File: src/rtl/usbdev_linestate_mon.sv
// ============================================================================
//  Module      : usbdev_linestate_mon
//  Description : USB device receive-side front end. Synchronises the raw pad
//                inputs, glitch-filters dp/dn/d, classifies the bus line
//                state and detects bus reset, suspend and resume. Debounces
//                VBUS sense with a register override.
//                Optional sticky SE1 error flag, enabled by defining
//                USBDEV_LINESTATE_SE1_ERR_EN.
//  Revision    : 1.0 - initial release
// ============================================================================
`default_nettype none

module usbdev_linestate_mon #(
  parameter int SyncStages    = 2,
  parameter int FilterLen     = 3,
  parameter int ResetCycles   = 120,
  parameter int SuspendCycles = 144000,
  parameter int SenseDebounce = 16
) (
  input  logic       clk_i,
  input  logic       rst_ni,
  input  logic       enable_i,
  input  logic       rx_diff_mode_i,
  input  logic       tx_oe_i,
  input  logic       sense_ovr_en_i,
  input  logic       sense_ovr_val_i,
  input  logic       cio_dp_i,
  input  logic       cio_dn_i,
  input  logic       cio_d_i,
  input  logic       cio_sense_i,
  output logic       rx_d_o,
  output logic       rx_se0_o,
  output logic [1:0] line_state_o,
  output logic       bus_reset_o,
  output logic       suspend_o,
  output logic       resume_o,
  output logic       sense_o,
  output logic       se1_err_o
);

  localparam int c_RUN_W  = $clog2(FilterLen + 1);
  localparam int c_SE0_W  = $clog2(ResetCycles + 1);
  localparam int c_IDLE_W = $clog2(SuspendCycles + 1);
  localparam int c_SNS_W  = $clog2(SenseDebounce + 1);

  localparam logic [c_RUN_W-1:0]  c_RUN_MAX  = c_RUN_W'(FilterLen);
  localparam logic [c_SE0_W-1:0]  c_SE0_MAX  = c_SE0_W'(ResetCycles);
  localparam logic [c_IDLE_W-1:0] c_IDLE_MAX = c_IDLE_W'(SuspendCycles);
  localparam logic [c_SNS_W-1:0]  c_SNS_MAX  = c_SNS_W'(SenseDebounce);

  // Filter channel order {d, dn, dp}; idle bus is J with d=1.
  localparam logic [2:0] c_CH_RST = 3'b101;

  localparam logic [1:0] c_LS_SE0 = 2'd0;
  localparam logic [1:0] c_LS_J   = 2'd1;
  localparam logic [1:0] c_LS_K   = 2'd2;

  typedef enum logic [1:0] {
    ST_ACTIVE  = 2'd0,
    ST_RESET   = 2'd1,
    ST_SUSPEND = 2'd2
  } state_e;

  // --------------------------------------------------------------------------
  // Synchronisers
  // --------------------------------------------------------------------------
  logic [SyncStages-1:0] r_sync_dp;
  logic [SyncStages-1:0] r_sync_dn;
  logic [SyncStages-1:0] r_sync_d;
  logic [SyncStages-1:0] r_sync_sense;
  logic [2:0]            w_sync;

  // Multi-flop synchronisers, reset to the idle-J pattern.
  always_ff @(posedge clk_i or negedge rst_ni) begin
    if (!rst_ni) begin
      r_sync_dp    <= '1;
      r_sync_dn    <= '0;
      r_sync_d     <= '1;
      r_sync_sense <= '0;
    end else begin
      r_sync_dp    <= {r_sync_dp[SyncStages-2:0],    cio_dp_i};
      r_sync_dn    <= {r_sync_dn[SyncStages-2:0],    cio_dn_i};
      r_sync_d     <= {r_sync_d[SyncStages-2:0],     cio_d_i};
      r_sync_sense <= {r_sync_sense[SyncStages-2:0], cio_sense_i};
    end
  end

  assign w_sync = {r_sync_d[SyncStages-1], r_sync_dn[SyncStages-1], r_sync_dp[SyncStages-1]};

  // --------------------------------------------------------------------------
  // Glitch filters. w_filt_nxt is the value the filter takes on this edge so
  // the registered outputs below see a change in the same cycle as the
  // filter, giving a pad-to-output latency of SyncStages+FilterLen.
  // --------------------------------------------------------------------------
  logic [2:0] w_filt_nxt;

  for (genvar i = 0; i < 3; i++) begin : g_chan
    logic               r_filt;
    logic               r_cand;
    logic [c_RUN_W-1:0] r_run;
    logic               w_diff;
    logic [c_RUN_W-1:0] w_step;
    logic               w_take;

    assign w_diff = w_sync[i] ^ r_filt;
    assign w_step = ((r_run != '0) && (r_cand == w_sync[i])) ? r_run + c_RUN_W'(1)
                                                             : c_RUN_W'(1);
    assign w_take = w_diff && (w_step == c_RUN_MAX);
    assign w_filt_nxt[i] = w_take ? w_sync[i] : r_filt;

    // Run-length filter: adopt the synced value once it has differed from
    // the filtered value for FilterLen consecutive samples.
    always_ff @(posedge clk_i or negedge rst_ni) begin
      if (!rst_ni) begin
        r_filt <= c_CH_RST[i];
        r_cand <= c_CH_RST[i];
        r_run  <= '0;
      end else if (!w_diff) begin
        r_cand <= r_filt;
        r_run  <= '0;
      end else if (w_take) begin
        r_filt <= w_sync[i];
        r_run  <= '0;
      end else begin
        r_cand <= w_sync[i];
        r_run  <= w_step;
      end
    end
  end

  // --------------------------------------------------------------------------
  // Registered line-state outputs
  // --------------------------------------------------------------------------
  logic       r_rx_d;
  logic       r_rx_se0;
  logic [1:0] r_line_state;

  // Classify the filtered bus and select the receive data source.
  always_ff @(posedge clk_i or negedge rst_ni) begin
    if (!rst_ni) begin
      r_rx_d       <= 1'b1;
      r_rx_se0     <= 1'b0;
      r_line_state <= c_LS_J;
    end else begin
      r_line_state <= {w_filt_nxt[1], w_filt_nxt[0]};
      r_rx_se0     <= ~(w_filt_nxt[1] | w_filt_nxt[0]);
      r_rx_d       <= rx_diff_mode_i ? w_filt_nxt[2] : w_filt_nxt[0];
    end
  end

  logic w_is_se0;
  logic w_is_j;
  logic w_is_k;

  assign w_is_se0 = (r_line_state == c_LS_SE0);
  assign w_is_j   = (r_line_state == c_LS_J);
  assign w_is_k   = (r_line_state == c_LS_K);

  // --------------------------------------------------------------------------
  // SE0 and idle counters (saturating). SE1 and K fall through to clear.
  // --------------------------------------------------------------------------
  logic [c_SE0_W-1:0]  r_se0_cnt;
  logic [c_SE0_W-1:0]  w_se0_cnt_nxt;
  logic [c_IDLE_W-1:0] r_idle_cnt;
  logic [c_IDLE_W-1:0] w_idle_cnt_nxt;

  // Next counter values: clear on any break in the condition, else saturate.
  always_comb begin
    w_se0_cnt_nxt  = r_se0_cnt;
    w_idle_cnt_nxt = r_idle_cnt;
    if (!enable_i || tx_oe_i || !w_is_se0) begin
      w_se0_cnt_nxt = '0;
    end else if (r_se0_cnt != c_SE0_MAX) begin
      w_se0_cnt_nxt = r_se0_cnt + c_SE0_W'(1);
    end
    if (!enable_i || tx_oe_i || !w_is_j) begin
      w_idle_cnt_nxt = '0;
    end else if (r_idle_cnt != c_IDLE_MAX) begin
      w_idle_cnt_nxt = r_idle_cnt + c_IDLE_W'(1);
    end
  end

  // Counter registers.
  always_ff @(posedge clk_i or negedge rst_ni) begin
    if (!rst_ni) begin
      r_se0_cnt  <= '0;
      r_idle_cnt <= '0;
    end else begin
      r_se0_cnt  <= w_se0_cnt_nxt;
      r_idle_cnt <= w_idle_cnt_nxt;
    end
  end

  // --------------------------------------------------------------------------
  // Bus state machine
  // --------------------------------------------------------------------------
  state_e r_state;
  state_e w_state_nxt;
  logic   w_bus_reset_nxt;
  logic   w_resume_nxt;
  logic   r_bus_reset;
  logic   r_resume;
  logic   w_reset_hit;
  logic   w_susp_hit;

  assign w_reset_hit = (w_se0_cnt_nxt == c_SE0_MAX);
  assign w_susp_hit  = (w_idle_cnt_nxt == c_IDLE_MAX);

  // Next state and pulse decode; reset detection takes priority over suspend.
  always_comb begin
    w_state_nxt     = r_state;
    w_bus_reset_nxt = 1'b0;
    w_resume_nxt    = 1'b0;
    if (!enable_i) begin
      w_state_nxt = ST_ACTIVE;
    end else begin
      case (r_state)
        ST_ACTIVE: begin
          if (w_reset_hit) begin
            w_state_nxt     = ST_RESET;
            w_bus_reset_nxt = 1'b1;
          end else if (w_susp_hit) begin
            w_state_nxt = ST_SUSPEND;
          end
        end
        ST_RESET: begin
          if (!w_is_se0) begin
            w_state_nxt = ST_ACTIVE;
          end
        end
        ST_SUSPEND: begin
          if (w_reset_hit) begin
            w_state_nxt     = ST_RESET;
            w_bus_reset_nxt = 1'b1;
          end else if (w_is_k) begin
            w_state_nxt  = ST_ACTIVE;
            w_resume_nxt = 1'b1;
          end
        end
        default: begin
          w_state_nxt = ST_ACTIVE;
        end
      endcase
    end
  end

  // State and pulse registers.
  always_ff @(posedge clk_i or negedge rst_ni) begin
    if (!rst_ni) begin
      r_state     <= ST_ACTIVE;
      r_bus_reset <= 1'b0;
      r_resume    <= 1'b0;
    end else begin
      r_state     <= w_state_nxt;
      r_bus_reset <= w_bus_reset_nxt;
      r_resume    <= w_resume_nxt;
    end
  end

  // --------------------------------------------------------------------------
  // VBUS sense debounce. The override skips the synchroniser only.
  // --------------------------------------------------------------------------
  logic               w_sense_src;
  logic               r_sense;
  logic [c_SNS_W-1:0] r_sns_cnt;
  logic [c_SNS_W-1:0] w_sns_step;

  assign w_sense_src = sense_ovr_en_i ? sense_ovr_val_i : r_sync_sense[SyncStages-1];
  assign w_sns_step  = r_sns_cnt + c_SNS_W'(1);

  // Follow the source once it has differed for SenseDebounce straight cycles.
  always_ff @(posedge clk_i or negedge rst_ni) begin
    if (!rst_ni) begin
      r_sense   <= 1'b0;
      r_sns_cnt <= '0;
    end else if (w_sense_src == r_sense) begin
      r_sns_cnt <= '0;
    end else if (w_sns_step == c_SNS_MAX) begin
      r_sense   <= w_sense_src;
      r_sns_cnt <= '0;
    end else begin
      r_sns_cnt <= w_sns_step;
    end
  end

  // --------------------------------------------------------------------------
  // Optional sticky SE1 error
  // --------------------------------------------------------------------------
`ifdef USBDEV_LINESTATE_SE1_ERR_EN
  logic w_is_se1;
  logic r_se1_seen;
  logic r_se1_err;

  assign w_is_se1 = (r_line_state == 2'd3);

  // Flag SE1 seen on two consecutive filtered cycles; cleared only by disable.
  always_ff @(posedge clk_i or negedge rst_ni) begin
    if (!rst_ni) begin
      r_se1_seen <= 1'b0;
      r_se1_err  <= 1'b0;
    end else if (!enable_i) begin
      r_se1_seen <= 1'b0;
      r_se1_err  <= 1'b0;
    end else begin
      r_se1_seen <= w_is_se1;
      if (w_is_se1 && r_se1_seen) begin
        r_se1_err <= 1'b1;
      end
    end
  end

  assign se1_err_o = r_se1_err;
`else
  assign se1_err_o = 1'b0;
`endif

  assign rx_d_o       = r_rx_d;
  assign rx_se0_o     = r_rx_se0;
  assign line_state_o = r_line_state;
  assign bus_reset_o  = r_bus_reset;
  assign resume_o     = r_resume;
  assign suspend_o    = (r_state == ST_SUSPEND);
  assign sense_o      = r_sense;

endmodule

`default_nettype wire
File: config.mk
export PLATFORM = sky130hd
export DESIGN_NAME = usbdev_linestate_mon
export DESIGN_NICKNAME = d
export VERILOG_FILES = /design/src/rtl/usbdev_linestate_mon.sv
export SDC_FILE = /design/constraint.sdc
export NUM_CORES = 1
export LEC_CHECK = 0
export CAP_MARGIN = 20
export CORE_ASPECT_RATIO = 2
export CORE_MARGIN = 2
export CORE_UTILIZATION = 50
export DETAILED_ROUTE_END_ITERATION = 8
export GPL_ROUTABILITY_DRIVEN = 0
export HOLD_SLACK_MARGIN = 0.06
export PLACE_DENSITY = 0.73
export SLEW_MARGIN = 30
export SYNTH_ARGS = -nofsm -noshare
export SYNTH_HDL_FRONTEND = slang
export SYNTH_SLANG_ARGS = --single-unit
export TNS_END_PERCENT = 10
File: constraint.sdc
create_clock -name clk_i -period 3.64 [get_ports clk_i]
set_clock_uncertainty 0.2 [all_clocks]
set_input_delay 0.546 -clock clk_i [delete_from_list [all_inputs] [get_ports clk_i]]
set_output_delay 0.546 -clock clk_i [all_outputs]
set_load 0.01 [all_outputs]
Word level (Yosys, flattened, before mapping)
Cells that the tools add are included.
W data, S select, Z words.
- bits in registers: 59
- input port bits: 11
- output and inout port bits: 9
- word-level logic and storage cells: 117
- add/subtract/negate cells: 6
- equality and inequality tests: 22
- muxes and demuxes: 40
- bitwise logic cells: 6
- reduce and logical (&&, ||, !) cells: 20
- operators by type and width (operator ; count):
    $mux W18 ; 2
    $mux W2 ; 15
    $add A18 B1 Y18 const B ; 1
    $eq A18 B18 Y1 const B ; 1
    $mux W1 ; 18
    $ne A18 B18 Y1 const B ; 1
    $mux W7 ; 2
    $eq A2 B2 Y1 const B ; 5
    $mux W5 ; 2
    $add A7 B1 Y7 const B ; 1
    $eq A7 B7 Y1 const B ; 1
    $ne A7 B7 Y1 const B ; 1
    $add A2 B1 Y2 const B ; 3
    $logic_and A1 B1 Y1 ; 6
    $ne A2 B2 Y1 const B ; 3
    $pmux W2 S3 ; 1
    $reduce_bool A2 Y1 ; 3
    $add A5 B1 Y5 const B ; 1
    $eq A5 B5 Y1 const B ; 1
    $eq A1 B1 Y1 ; 4
    $eq A2 B1 Y1 const B ; 2
    $logic_not A2 Y1 ; 2
    $ne A4 B2 Y1 const B ; 1
    $ne A4 B4 Y1 const B ; 1
    9 further kinds ; 16

Depth between registers and ports, before layout
Gate-level depths: netlist of the first run.
- depth in word-level cells: 9
- depth in mapped cells: 8
- depth with buffers taken out: 8

Worst setup path after synthesis of the first run
Ideal clock, no wire load.
- path type: register -> register
- from: register r_idle_cnt[1]
- to: register r_state[1]
- library setup time: 0.076 ns
- arrival time: 2.038 ns
- required time: 3.364 ns
- slack: 1.326 ns
- cell stages (with the launch flop): 8
- buffers on the path: 0
- period minus slack after synthesis: 2.314 ns
- cells stage by stage: dfrtp_1 -> ha_1 -> inv_1 -> nor4_1 -> mux2i_1 -> o21ai_0 -> or4_1 -> o21ai_1
- cells in the longest elaborated chain, start to end: 6
- elaborated cells between the ends (all ways): 7
- those cells by class: add/sub (1); eq/ne (3); mux (2); reduce/logical (1)
- ends and longest elaborated chain (what ; line ; source):
    from (decl) ; 164 ; logic [c_IDLE_W-1:0] r_idle_cnt;
    from (signal assigned) ; 190 ; r_idle_cnt <= w_idle_cnt_nxt;
    $add A18 B1 Y18 / $ne A18 B18 Y1 (equally long branches) ; 179, 178 ;
    $mux W18 * ; 178 ; end else if (r_idle_cnt != c_IDLE_MAX) begin
    $mux W18 * ; 176 ; if (!enable_i || tx_oe_i || !w_is_j) begin
    net w_idle_cnt_nxt[12] ; 165 ; logic [c_IDLE_W-1:0] w_idle_cnt_nxt;
    $eq A18 B18 Y1 * ; 207 ; assign w_susp_hit = (w_idle_cnt_nxt == c_IDLE_MAX);
    $ne A4 B4 Y1 (no source line) * ; n/a ;
    $reduce_and A3 Y1 (no source line) * ; n/a ;
    to (signal assigned) ; 254 ; r_state <= w_state_nxt;
    to (decl) ; 197 ; state_e r_state;
The timed path passes the listed nets; every way through them passes the cells marked *.
A chain may end at the register's enable or synchronous reset.

Worst setup path in the final report of the first run
Same ends and word-level chain as after synthesis.

==> impl_summary.txt, run 1 <==
----------------------------------------------------
[Setup path]
  Cell-by-cell listing of the critical path ... ha_1 > inv_1 > nor4_1 > mux2i_1 > o21ai_0 > or4_1 > o21ai_1
  Largest delay contributor family on the critical path ... simple AND/OR/NAND/NOR gates
  Cell with the biggest individual delay on the critical path ... sky130_fd_sc_hd__or4_1
  Worst-path fanout max ... 8
  CP startpoint kind ... flip-flop
  Crit. path cell count ... 7
  Crit Path Category ... reg2reg
  Number of cells traversed by the worst register-to-register path ... 7
  Max stage delay on crit path ... approximately 0.48 ns
  Sort of element at the end of the critical path ... flip-flop
  Arr. time, crit path ... 2.67 ns
  Count of buffering cells on the critical path with inverters included ... 1
  CP required ... ~3.7 ns

[CTS]
  Total of hold buffers inserted after clock tree synthesis ... 0
  Clock tree from TritonCTS ... built
  Number of buffers inserted during clock tree synthesis ... 9
  CTS H-Tree Depth ... 3
  Number of instances resized during post-cts repair ... 0
  Clock Path Buffers ... 2
  Clk_lat worst skew ... ~0.33 ns
  Post CTS Setup Buffer Count ... 0
  Clock root buffer master ... sky130_fd_sc_hd__clkbuf_16
  Clock tree sinks ... 59
  Clock slew at reported path FFs ... around 0.05 ns

[Worst hold path]
  Kind of path behind the tightest hold check ... in2async

[Power and ir drop]
  Power Internal ... ~1.4 mW
  Switching pwr ... 0.4733 mW
  Proportion of power drawn by flip-flops and latches ... 40.9%
  Worst IR drop on VDD ... a little over 0.4 mV
  Combinational power share ... between 10 and 15%
  Power density cells ... approximately 520 nW/µm²
  Clock power frac ... a little under half
  Net Sw Frac ... between 20 and 25%
  Design Power ... roughly 1.9 mW
  Leakage component of the power ... between 1.5 and 2 nW

[Finish]
  Fraction of layout cells with a size suffix above 1 ... between 10 and 15%
  Antenna diode instance count ... 0
  Area used by sequential logic in the layout ... about 1500 µm²
  Synth-to-Final Area Change ... 16.87%
  Footprint of the multi-input gates ... ~1500 µm²
  Leading cell type in the layout, fill and taps excluded ... sky130_fd_sc_hd__dfrtp_1
  Post-route core utilization ... 60.75%
  Number of cells in the finished layout apart from fillers ... a little over 400
  Post-layout instance area ... 3649 µm²
  Layout filler cell count ... 522
  Commonest cells after routing, fill and taps aside ... sky130_fd_sc_hd__dfrtp_1 (49), sky130_fd_sc_hd__nor2_1 (48), sky130_fd_sc_hd__nand2_1 (21)
  Layout net count ... between 300 and 400

[Synth]
  Largest family of logic cells by synthesized area ... simple AND/OR/NAND/NOR gates
  Synthesized netlist cell count ... between 300 and 400
  Number of enable-type register cells in the synthesized netlist ... 0
  Post-synthesis mux area share ... under 10%
  Complex-gate fraction of the synthesized area ... under 10%
  Share of the synthesized area in the top cell type ... between 30% and 40%
  Net count after synthesis ... between 300 and 400
  Count of yosys warnings during synthesis ... 0
  Register bit total from synthesis ... just under 60
  Xor/xnor cell area share of the yosys netlist ... 7.014%
  Biggest area contributors in the synthesized netlist ... sky130_fd_sc_hd__dfrtp_1 (39%), sky130_fd_sc_hd__dfstp_2 (8.4%), sky130_fd_sc_hd__nor2_1 (5.8%)
  Adder-cell area share of the yosys netlist ... under 10%
  Synth Area per Inst ... 9.725 µm²
  Dominant register cell in the synthesized netlist ... sky130_fd_sc_hd__dfrtp_1
  Post-synthesis instance area ... around 3100 µm²
  Area fraction in and, or, nand and nor cells after synthesis ... between 20% and 30%
  Synth area leader ... sky130_fd_sc_hd__dfrtp_1
  Share of flip-flops with an asynchronous set or reset after synthesis ... 100.0%
  Synth unique cells ... between 50 and 60
  Proportion of synthesized chip area in sequential cells ... between 40% and 50%

[Placed design]
  Placed Instance Area ... roughly 3300 µm²
  # port buffers ... 18
  Worst setup slack after placement ... about 0.91 ns
  Number of placed instances with taps included ... 394
  DPL Wire Length ... 4.664 mm

[Timing]
  Worst-Margin Slew ... 0.8192 ns
  Period Utilization, post-route ... a little under three quarters
  Final-report hold violation count ... 0
  Setup TNS ... 0 ns
  Final Critical Period ... between 2 and 3 ns
  Worst hold slack ... between 0.1 and 0.15 ns
  Setup slack after layout ... between 1 and 1.5 ns
  Count of final max-slew check failures ... 0
  Final number of setup-violating endpoints ... 0
  Unrepaired setup endpoints after global routing ... false
  Relative slew margins ... about 45%
  Peak Freq ... 382.5 MHz

[Route]
  Detailed-route via count ... 2329
  Routed length per instance ... around 15 µm
  Starting DRT DRC Count ... 58
  Vias per std cell ... 5.680
  Total wire length ... about 6.2 mm
  Remaining antenna violation count ... 0
  First-pass DRT Iterations ... 4
  Remaining design rule violation count ... 0

[Die]
  CORE AREA ... 6006 µm²
  Chip Height ... around 120 µm
  Number of I/O pins ... 20
  Width of the chip ... about 60 µm
  Row count ... 40
  Die Outline Area ... 6930 µm²
  Initial standard-cell utilization of the core ... around half

[Global routing]
  Initial antenna violation count ... 0
  Maximum number of pins on one net before global-route repair ... 38
  Aggregate global routing overflow ... 0
  First-pass GRT wire length ... around 11 mm
  Total track usage ... between 20% and 30%
  Number of global-route vias before repair ... around 2400

[Run]
  Reported max-cap violation count ... 0

[Run status]
  Status ... completed

----------------------------------------------------
[worst register-to-register path, delay by kind of cell (launching register included)]
family,cells,cell delay (ns)
AOI/OAI and AO/OA,2,0.22
adders and majority gates,1,0.34
buffers and inverters,1,0.19
DFF,1,0.45
muxes,1,0.28
and+or+nand+nor,2,0.86
[routing by layer]
metal  global-route usage, %  up-vias  wire, µm
met3                   5.469       11       206
li1                        -     1151         -
met1                   22.84     1125      2360
met5                       0        -         0
met4                   9.333        0       140
met2                   37.46       42      3533
[power by group through the flow]
stage	Combinational [mW]	Clock, mW	Sequential (mW)
after floorplan	0.168	0	0.787
after global placement	0.260	0	0.789
after detailed placement	0.267	0	0.791
after CTS	0.271	0.880	0.781
after global routing	0.306	0.905	0.790
final	0.264	0.861	0.780
[layout make-up]
| cell class | count | area share, % |
|---|---|---|
| clock inverter | 4 | 1.303 |
| inverter | 20 | 2.058 |
| tap | 63 | 2.160 |
| multi-input combinational | 232 | 41.15 |
| sequential | 59 | 40.81 |
| clock buffer | 12 | 7.305 |
| timing repair buffer | 20 | 5.213 |
[path summary, 6_finish.rpt]
path / end / slack (ns) / startpoint
worst max-delay path: r_state[1] / 1.03 / r_idle_cnt[1]
max in group asynchronous: line_state_o[0] / 2.28 / rst_ni
worst min register to register: r_sync_dn[1] / 0.15 / r_sync_dn[0]
worst min-delay path: g_chan[1].r_run[0] / 0.11 / rst_ni
min in group clk_i: r_sync_dn[1] / 0.15 / r_sync_dn[0]
worst max register to register: r_state[1] / 1.03 / r_idle_cnt[1]
[state kept, by name, summed over array words and instances (netlist names), 2 cells and up]
name and count:
g_chan.r_cand 3, r_sync_dn 2, r_idle_cnt 18, g_chan.r_run 6, r_sync_d 2, r_state 2
line_state_o 2, r_sync_sense 2, g_chan.r_filt 3, r_sync_dp 2, r_se0_cnt 7, r_sns_cnt 5
[cell families (layout without fill, tap and decap cells)]
logic type | after synthesis | after routing
AOI/OAI and AO/OA | 37 | 37
and+or+nand+nor | 149 | 149
xor gates and xnor gates | 25 | 25
adders and majority gates | 14 | 14
other | 1 | 1
buffers and inverters | 30 | 56
muxes | 6 | 6
DFF | 59 | 59
[cell usage after synthesis, drive strengths merged, types with 2 or more instances]
| library cell | count |
|---|---|
| dfrtp | 49 |
| nor2 | 48 |
| nand2 | 21 |
| inv | 20 |
| nand3 | 17 |
| o21ai | 15 |
| ha | 14 |
| xor2 | 13 |
| a21oi | 12 |
| nor4 | 12 |
| xnor2 | 12 |
| dfstp | 10 |
| nor3 | 10 |
| buf | 7 |
| mux2i | 6 |
| nand4 | 6 |
| nor2b | 5 |
| nor4b | 5 |
| and3 | 4 |
| nand2b | 4 |
| clkbuf | 3 |
| o2111ai | 3 |
| or3 | 3 |
| nor4bb | 2 |
| or2 | 2 |
| or4b | 2 |
No activity file was read; power rests on OpenSTA's default activity.
==> run 2: changes to the inputs <==
Settings changed: PLACE_DENSITY 0.73 to 0.76.
Clock period 3.64 ns to 2.2 ns, I/O delays scaled along.
==> run 2 against run 1 <==
The flow now finishes with violations (negative setup slack). Largest cell class unchanged. Routed wire length up 16%. Setup slack lost 1.1 ns. Largest power group is now registers. Sequential share of layout area shrank 2.8 points. Maximum frequency up 17%. Utilization increased by 4.8 points. Via count increased by 8.2%.
==> impl_summary.txt, run 2 (synthesized netlist as in run 1, its figures left out) <==
----------------------------------------------------
[Finish]
  Fraction of layout cells with a size suffix above 1 ... 20.80% (+9.3 points)
  Number of flip-flops under the largest register name ... 18 (unchanged)
  Largest registers ... r_idle_cnt x18, r_se0_cnt x7, g_chan.r_run x6
  Leading cell type in the layout, fill and taps excluded ... sky130_fd_sc_hd__nor2_1
  Synth-to-Final Area Change ... 26.05%
  Layout net count ... 395 (+7.6%)
  Commonest cells after routing, fill and taps aside ... sky130_fd_sc_hd__nor2_1 (48), sky130_fd_sc_hd__dfrtp_1 (43), sky130_fd_sc_hd__buf_4 (24)
  Register with the highest flop count ... r_idle_cnt
  Antenna diode instance count ... 0 (unchanged)
  Post-layout instance area ... 3935 µm² (+7.9%)

[CTS]
  Clock slew at reported path FFs ... 0.06 ns (about the same)
  Clock tree sinks ... 59 (unchanged)
  Clock root buffer master ... sky130_fd_sc_hd__clkbuf_16
  CTS H-Tree Depth ... 3 (unchanged)
  Number of buffers inserted during clock tree synthesis ... 9 (unchanged)
  Clk_lat worst skew ... 0.33 ns (about the same)
  Clock tree from TritonCTS ... built
  Clock Path Buffers ... 2 (unchanged)

[Route]
  Vias per std cell ... 5.756 (+1.3%)
  Routed length per instance ... 16.47 µm (+8.2%)
  Total wire length ... 7.216 mm (+16%)
  Remaining design rule violation count ... 0 (unchanged)
  Starting DRT DRC Count ... 105 (+81%)
  Detailed-route via count ... 2521 (+8.2%)
  Remaining antenna violation count ... 0 (unchanged)
  First-pass DRT Iterations ... 6 (+2)

[Die]
  Chip Height ... 115.7 µm (unchanged)
  CORE AREA ... 6006 µm² (unchanged)
  Number of I/O pins ... 20 (unchanged)
  Initial standard-cell utilization of the core ... 51.98% (unchanged)
  Width of the chip ... 59.87 µm (unchanged)
  Die Outline Area ... 6930 µm² (unchanged)
  Row count ... 40 (unchanged)

[Run status]
  Status ... finished, violations left
  Violations in the final reports ... negative setup slack

[Setup path]
  Cell with the biggest individual delay on the critical path ... sky130_fd_sc_hd__or4_1
  Worst-path fanout max ... 5 (-3)
  Most frequent CP cell ... sky130_fd_sc_hd__o21ai_1
  CP startpoint kind ... flip-flop
  Sort of element at the end of the critical path ... flip-flop
  Max stage delay on crit path ... 0.48 ns (about the same)
  Arr. time, crit path ... 2.29 ns (-0.38 ns)
  Crit Path Category ... reg2reg
  CP required ... 2.26 ns (-1.44 ns)
  Cell-by-cell listing of the critical path ... nand4_4 > buf_6 > nor4_4 > xnor2_2 > o21ai_1 > or4_1 > o21ai_1

[Timing]
  Peak Freq ... 448.5 MHz (+17%)
  Unrepaired setup endpoints after global routing ... true
  Period Utilization, post-route ... 101.3% (+30 points)
  Final number of setup-violating endpoints ... 1 (+1)
  Worst hold slack ... 0.1483 ns (+0.04026 ns)
  Setup slack after layout ... -0.02956 ns (-1.055 ns)
  Count of final max-slew check failures ... 0 (unchanged)
  Final Critical Period ... 2.230 ns (-0.3846 ns)
  Final-report hold violation count ... 0 (unchanged)

[Worst hold path]
  Kind of path behind the tightest hold check ... reg2reg

[Global routing]
  Total track usage ... 22.97% (+1.8 points)
  Maximum number of pins on one net before global-route repair ... 41 (+7.9%)
  Number of global-route vias before repair ... 2565 (+8.9%)
  First-pass GRT wire length ... 11.65 mm (+7.6%)
  Initial antenna violation count ... 0 (unchanged)
  Aggregate global routing overflow ... 0 (unchanged)

[Power and ir drop]
  Worst IR drop on VDD ... 0.7481 mV (+85%)
  Leakage component of the power ... 1.673 nW (+10%)
  Power density cells ... 757.6 nW/µm² (+45%)

[Placed design]
  Placed Instance Area ... 3516 µm² (+5.4%)
  DPL Wire Length ... 5.049 mm (+8.2%)
  # port buffers ... 18 (unchanged)

[Run]
  Reported max-cap violation count ... 0 (unchanged)

----------------------------------------------------
run 2: power breakdown:
part,internal (mW),switching [mW],leakage [nW]
combinational,0.217,0.255,0.801
clock,0.756,0.460,0.124
sequential,1.21,0.0864,0.749
total,2.18,0.801,1.67
run 2: through the flow:
step | total power, mW | std cells | utilization, % | setup TNS, ns | setup slack, ns
after global routing | 3.130 | 438 | 65.52 | -0.1412 | -0.1412
after detailed placement | 1.774 | 414 | 58.54 | -0.3290 | -0.1407
after floorplan | 1.582 | 321 | - | 0 | 0.01831
after global placement | 1.754 | 414 | 58.54 | -0.1119 | -0.06755
final | 2.981 | 438 | 65.52 | -0.02956 | -0.02956
after CTS | 3.008 | 431 | 63.04 | 0 | 0.01834
run 2: routing by layer:
metal	part of all wire (%)	routed length [µm]	GRT usage, %	up-vias
met1	36	2562	23.68	1216
met4	4.2	304	13.63	0
met3	3.4	246	5.134	23
met5	0	0	0	-
met2	57	4102	40.51	77
li1	-	-	-	1205
run 2: critical path, delay by kind of cell (launching register included):
family / cells / cell delay [ns]
simple gates: 3 / 1.00
flops: 1 / 0.39
compound gates: 2 / 0.21
buf+inv: 1 / 0.18
xor+xnor: 1 / 0.17
run 2: area by class of cell:
class | count | area (µm²)
clock buffers | 13 | 240.2
well taps | 63 | 78.83
clock inverters | 3 | 17.52
inverters | 20 | 78.83
repair buffers | 48 | 439.2
fillers | 462 | 2071
flip-flops and latches | 59 | 1496
multi-input cells | 232 | 1584
run 2: path summary, 6_finish.rpt:
path                            startpoint         endpoint  slack, ns  cells past startpoint
setup reg to reg             r_idle_cnt[4]       r_state[1]      -0.03                      7
max in group asynchronous           rst_ni     r_sync_dp[1]       0.86                      3
setup / recovery             r_idle_cnt[4]       r_state[1]      -0.03                      7
min in group asynchronous           rst_ni    r_idle_cnt[4]       0.30                      2
hold reg to reg            r_sync_sense[0]  r_sync_sense[1]       0.15                      0
hold / removal             r_sync_sense[0]  r_sync_sense[1]       0.15                      0
run 2: timing repair:
action	CTS	global route
hold buffers	1	0
gates cloned	0	0
buffers inserted	0	7
gates resized for setup	2	18
pin swaps	0	7
endpoints found under the setup margin	1	1
endpoints found under the hold margin	19	0
==> run 3: changes to the inputs <==
Settings changed: CAP_MARGIN 20 to 15, RECOVER_POWER set to 25, SKIP_LAST_GASP set to 1.
==> run 3 against run 2 <==
The run still ends with negative setup slack left. Utilization decreased by 0.17 points. Combinational power down 1%. Final area shrank 0.25%. Sequential cell count unchanged. Routed wire length grew 0.47%. Sequential share of layout area up 0.097 points. Critical path depth did not move. Sequential power hardly changed. Critical path type unchanged. Highest routed layer unchanged.
==> impl_summary.txt, run 3 (synthesized netlist as in run 1, its figures left out) <==
----------------------------------------------------
[Power and ir drop]
  Worst IR drop on VDD ... 0.7485 mV (about the same)
  Design Power ... 2.976 mW (-0.17%)
  Leakage component of the power ... 1.669 nW (-0.29%)
  Power density cells ... 758.2 nW/µm² (about the same)

[Timing]
  Relative slew margins ... a little under a quarter
  Setup slack after layout ... -0.03300 ns (-0.003436 ns)
  Unrepaired setup endpoints after global routing ... true
  Final number of setup-violating endpoints ... 1 (unchanged)
  Period Utilization, post-route ... 101.5% (+0.16 points)
  Final-report hold violation count ... 0 (unchanged)
  Worst-Margin Slew ... 1.147 ns
  Final Critical Period ... 2.233 ns (+0.003437 ns)
  Peak Freq ... 447.8 MHz (-0.15%)
  Count of final max-slew check failures ... 0 (unchanged)

[CTS]
  Number of buffers inserted during clock tree synthesis ... 9 (unchanged)
  Clock Path Buffers ... 2 (unchanged)
  Clock slew at reported path FFs ... 0.06 ns (about the same)
  CTS H-Tree Depth ... 3 (unchanged)
  Clock tree from TritonCTS ... built
  Clk_lat worst skew ... 0.33 ns (about the same)
  Clock tree sinks ... 59 (unchanged)
  Clock root buffer master ... sky130_fd_sc_hd__clkbuf_16

[Setup path]
  Crit Path Category ... reg2reg
  Cell with the biggest individual delay on the critical path ... sky130_fd_sc_hd__or4_1
  Cell-by-cell listing of the critical path ... nand4_4 > buf_6 > nor4_4 > xnor2_2 > o21ai_1 > or4_1 > o21ai_1
  Most frequent CP cell ... sky130_fd_sc_hd__o21ai_1
  Arr. time, crit path ... 2.29 ns (about the same)
  CP required ... 2.26 ns (about the same)
  Sort of element at the end of the critical path ... flip-flop
  Reg-to-Reg Start ... r_idle_cnt[4]
  Source of the critical timing path ... r_idle_cnt[4]
  Worst-path fanout max ... 5 (unchanged)
  CP startpoint kind ... flip-flop
  Reg-to-reg setup timing slack ... -0.03 ns (about the same)
  Max stage delay on crit path ... 0.48 ns (about the same)
  Reg2reg end ... r_state[1]
  Number of cells traversed by the worst register-to-register path ... 7 (unchanged)

[Route]
  Total wire length ... 7.250 mm (+0.47%)
  Detailed-route via count ... 2536 (+0.60%)
  Starting DRT DRC Count ... 94 (-10%)
  First-pass DRT Iterations ... 4 (-2)
  Vias per std cell ... 5.790 (+0.60%)
  Routed length per instance ... 16.55 µm (+0.47%)
  Remaining design rule violation count ... 0 (unchanged)
  Remaining antenna violation count ... 0 (unchanged)

[Placed design]
  Worst setup slack after placement ... -0.1407 ns (unchanged)
  # port buffers ... 18 (unchanged)
  DPL Wire Length ... 5.049 mm (unchanged)

[Finish]
  Commonest cells after routing, fill and taps aside ... sky130_fd_sc_hd__nor2_1 (48), sky130_fd_sc_hd__dfrtp_1 (43), sky130_fd_sc_hd__buf_4 (24)
  Leading cell type in the layout, fill and taps excluded ... sky130_fd_sc_hd__nor2_1
  Layout net count ... 395 (unchanged)
  Largest registers ... r_idle_cnt x18, r_se0_cnt x7, g_chan.r_run x6
  Synth-to-Final Area Change ... 25.73%
  Number of flip-flops under the largest register name ... 18 (unchanged)
  Antenna diode instance count ... 0 (unchanged)
  Register with the highest flop count ... r_idle_cnt
  Fraction of layout cells with a size suffix above 1 ... 20.27% (-0.53 points)

[Die]
  Width of the chip ... 59.87 µm (unchanged)
  Number of I/O pins ... 20 (unchanged)
  Chip Height ... 115.7 µm (unchanged)
  CORE AREA ... 6006 µm² (unchanged)
  Initial standard-cell utilization of the core ... 51.98% (unchanged)
  Row count ... 40 (unchanged)
  Die Outline Area ... 6930 µm² (unchanged)

[Global routing]
  First-pass GRT wire length ... 11.65 mm (unchanged)
  Total track usage ... 22.97% (unchanged)
  Initial antenna violation count ... 0 (unchanged)
  Number of global-route vias before repair ... 2565 (unchanged)
  Aggregate global routing overflow ... 0 (unchanged)
  Maximum number of pins on one net before global-route repair ... 41 (unchanged)

[Run status]
  Status ... finished, violations left
  Violations in the final reports ... negative setup slack

[Worst hold path]
  Launch instance of the worst min-delay path ... r_sync_sense[0]
  Kind of path behind the tightest hold check ... reg2reg
  Number of instances on the worst hold path ... 0 (unchanged)
  Worst-case hold path end point ... r_sync_sense[1]

[Run]
  Reported max-cap violation count ... 0 (unchanged)

----------------------------------------------------
## run 3: worst max-delay path by stage
stage,endpoint,slack [ns],depth (start not counted)
3_3_place_gp,r_state[1],-0.07,6
3_5_place_dp,r_state[1],-0.14,6
4_1_cts,r_state[1],0.02,7
6_report,r_state[1],-0.03,7
2_1_floorplan,r_state[1],0.02,7
5_1_grt,r_state[1],-0.14,7
## run 3: metrics by stage
step	utilization (%)	area (µm²)	cells	setup TNS (ns)	hold slack (ns)
after global placement	58.54	3516	414	-0.1119	0.1157
after detailed placement	58.54	3516	414	-0.3290	0.1184
final	65.35	3925	438	-0.03300	0.1476
after CTS	63.04	3786	431	0	0.1483
after floorplan	-	3141	321	0	-0.1656
after global routing	65.35	3925	438	-0.1412	0.1516
## run 3: layout make-up
class | count | area, µm²
clock inverter | 3 | 17.52
timing repair buffer | 48 | 429.2
inverter | 20 | 78.83
tap | 63 | 78.83
sequential | 59 | 1496
clock buffer | 13 | 240.2
multi-input combinational | 232 | 1584
fill | 462 | 2081
## run 3: timing repair
item | 4_1_cts | 5_1_grt
pin swaps | 0 | 7
hold buffers | 1 | 0
endpoints found under the hold margin | 19 | 0
gates resized for setup | 2 | 18
setup endpoints to repair | 1 | 1
setup buffers | 0 | 7
## run 3: layer usage
layer	routed length, µm	global-route usage, %	vias up
met5	0	0	-
met4	314	13.63	0
met3	270	5.134	27
met2	4084	40.51	79
met1	2581	23.68	1224
li1	-	-	1206
## run 3: critical path: cells and delay by family, from the launching register on
family          cells  cell delay, ns
flops               1            0.39
compound gates      2            0.21
xor+xnor            1            0.17
simple gates        3            1.00
buf+inv             1            0.18
## run 3: where the power goes
part           internal [mW]  switching, mW  leakage [nW]
logic                  0.213          0.254         0.796
clock network          0.756          0.460         0.124
registers               1.21         0.0863         0.750
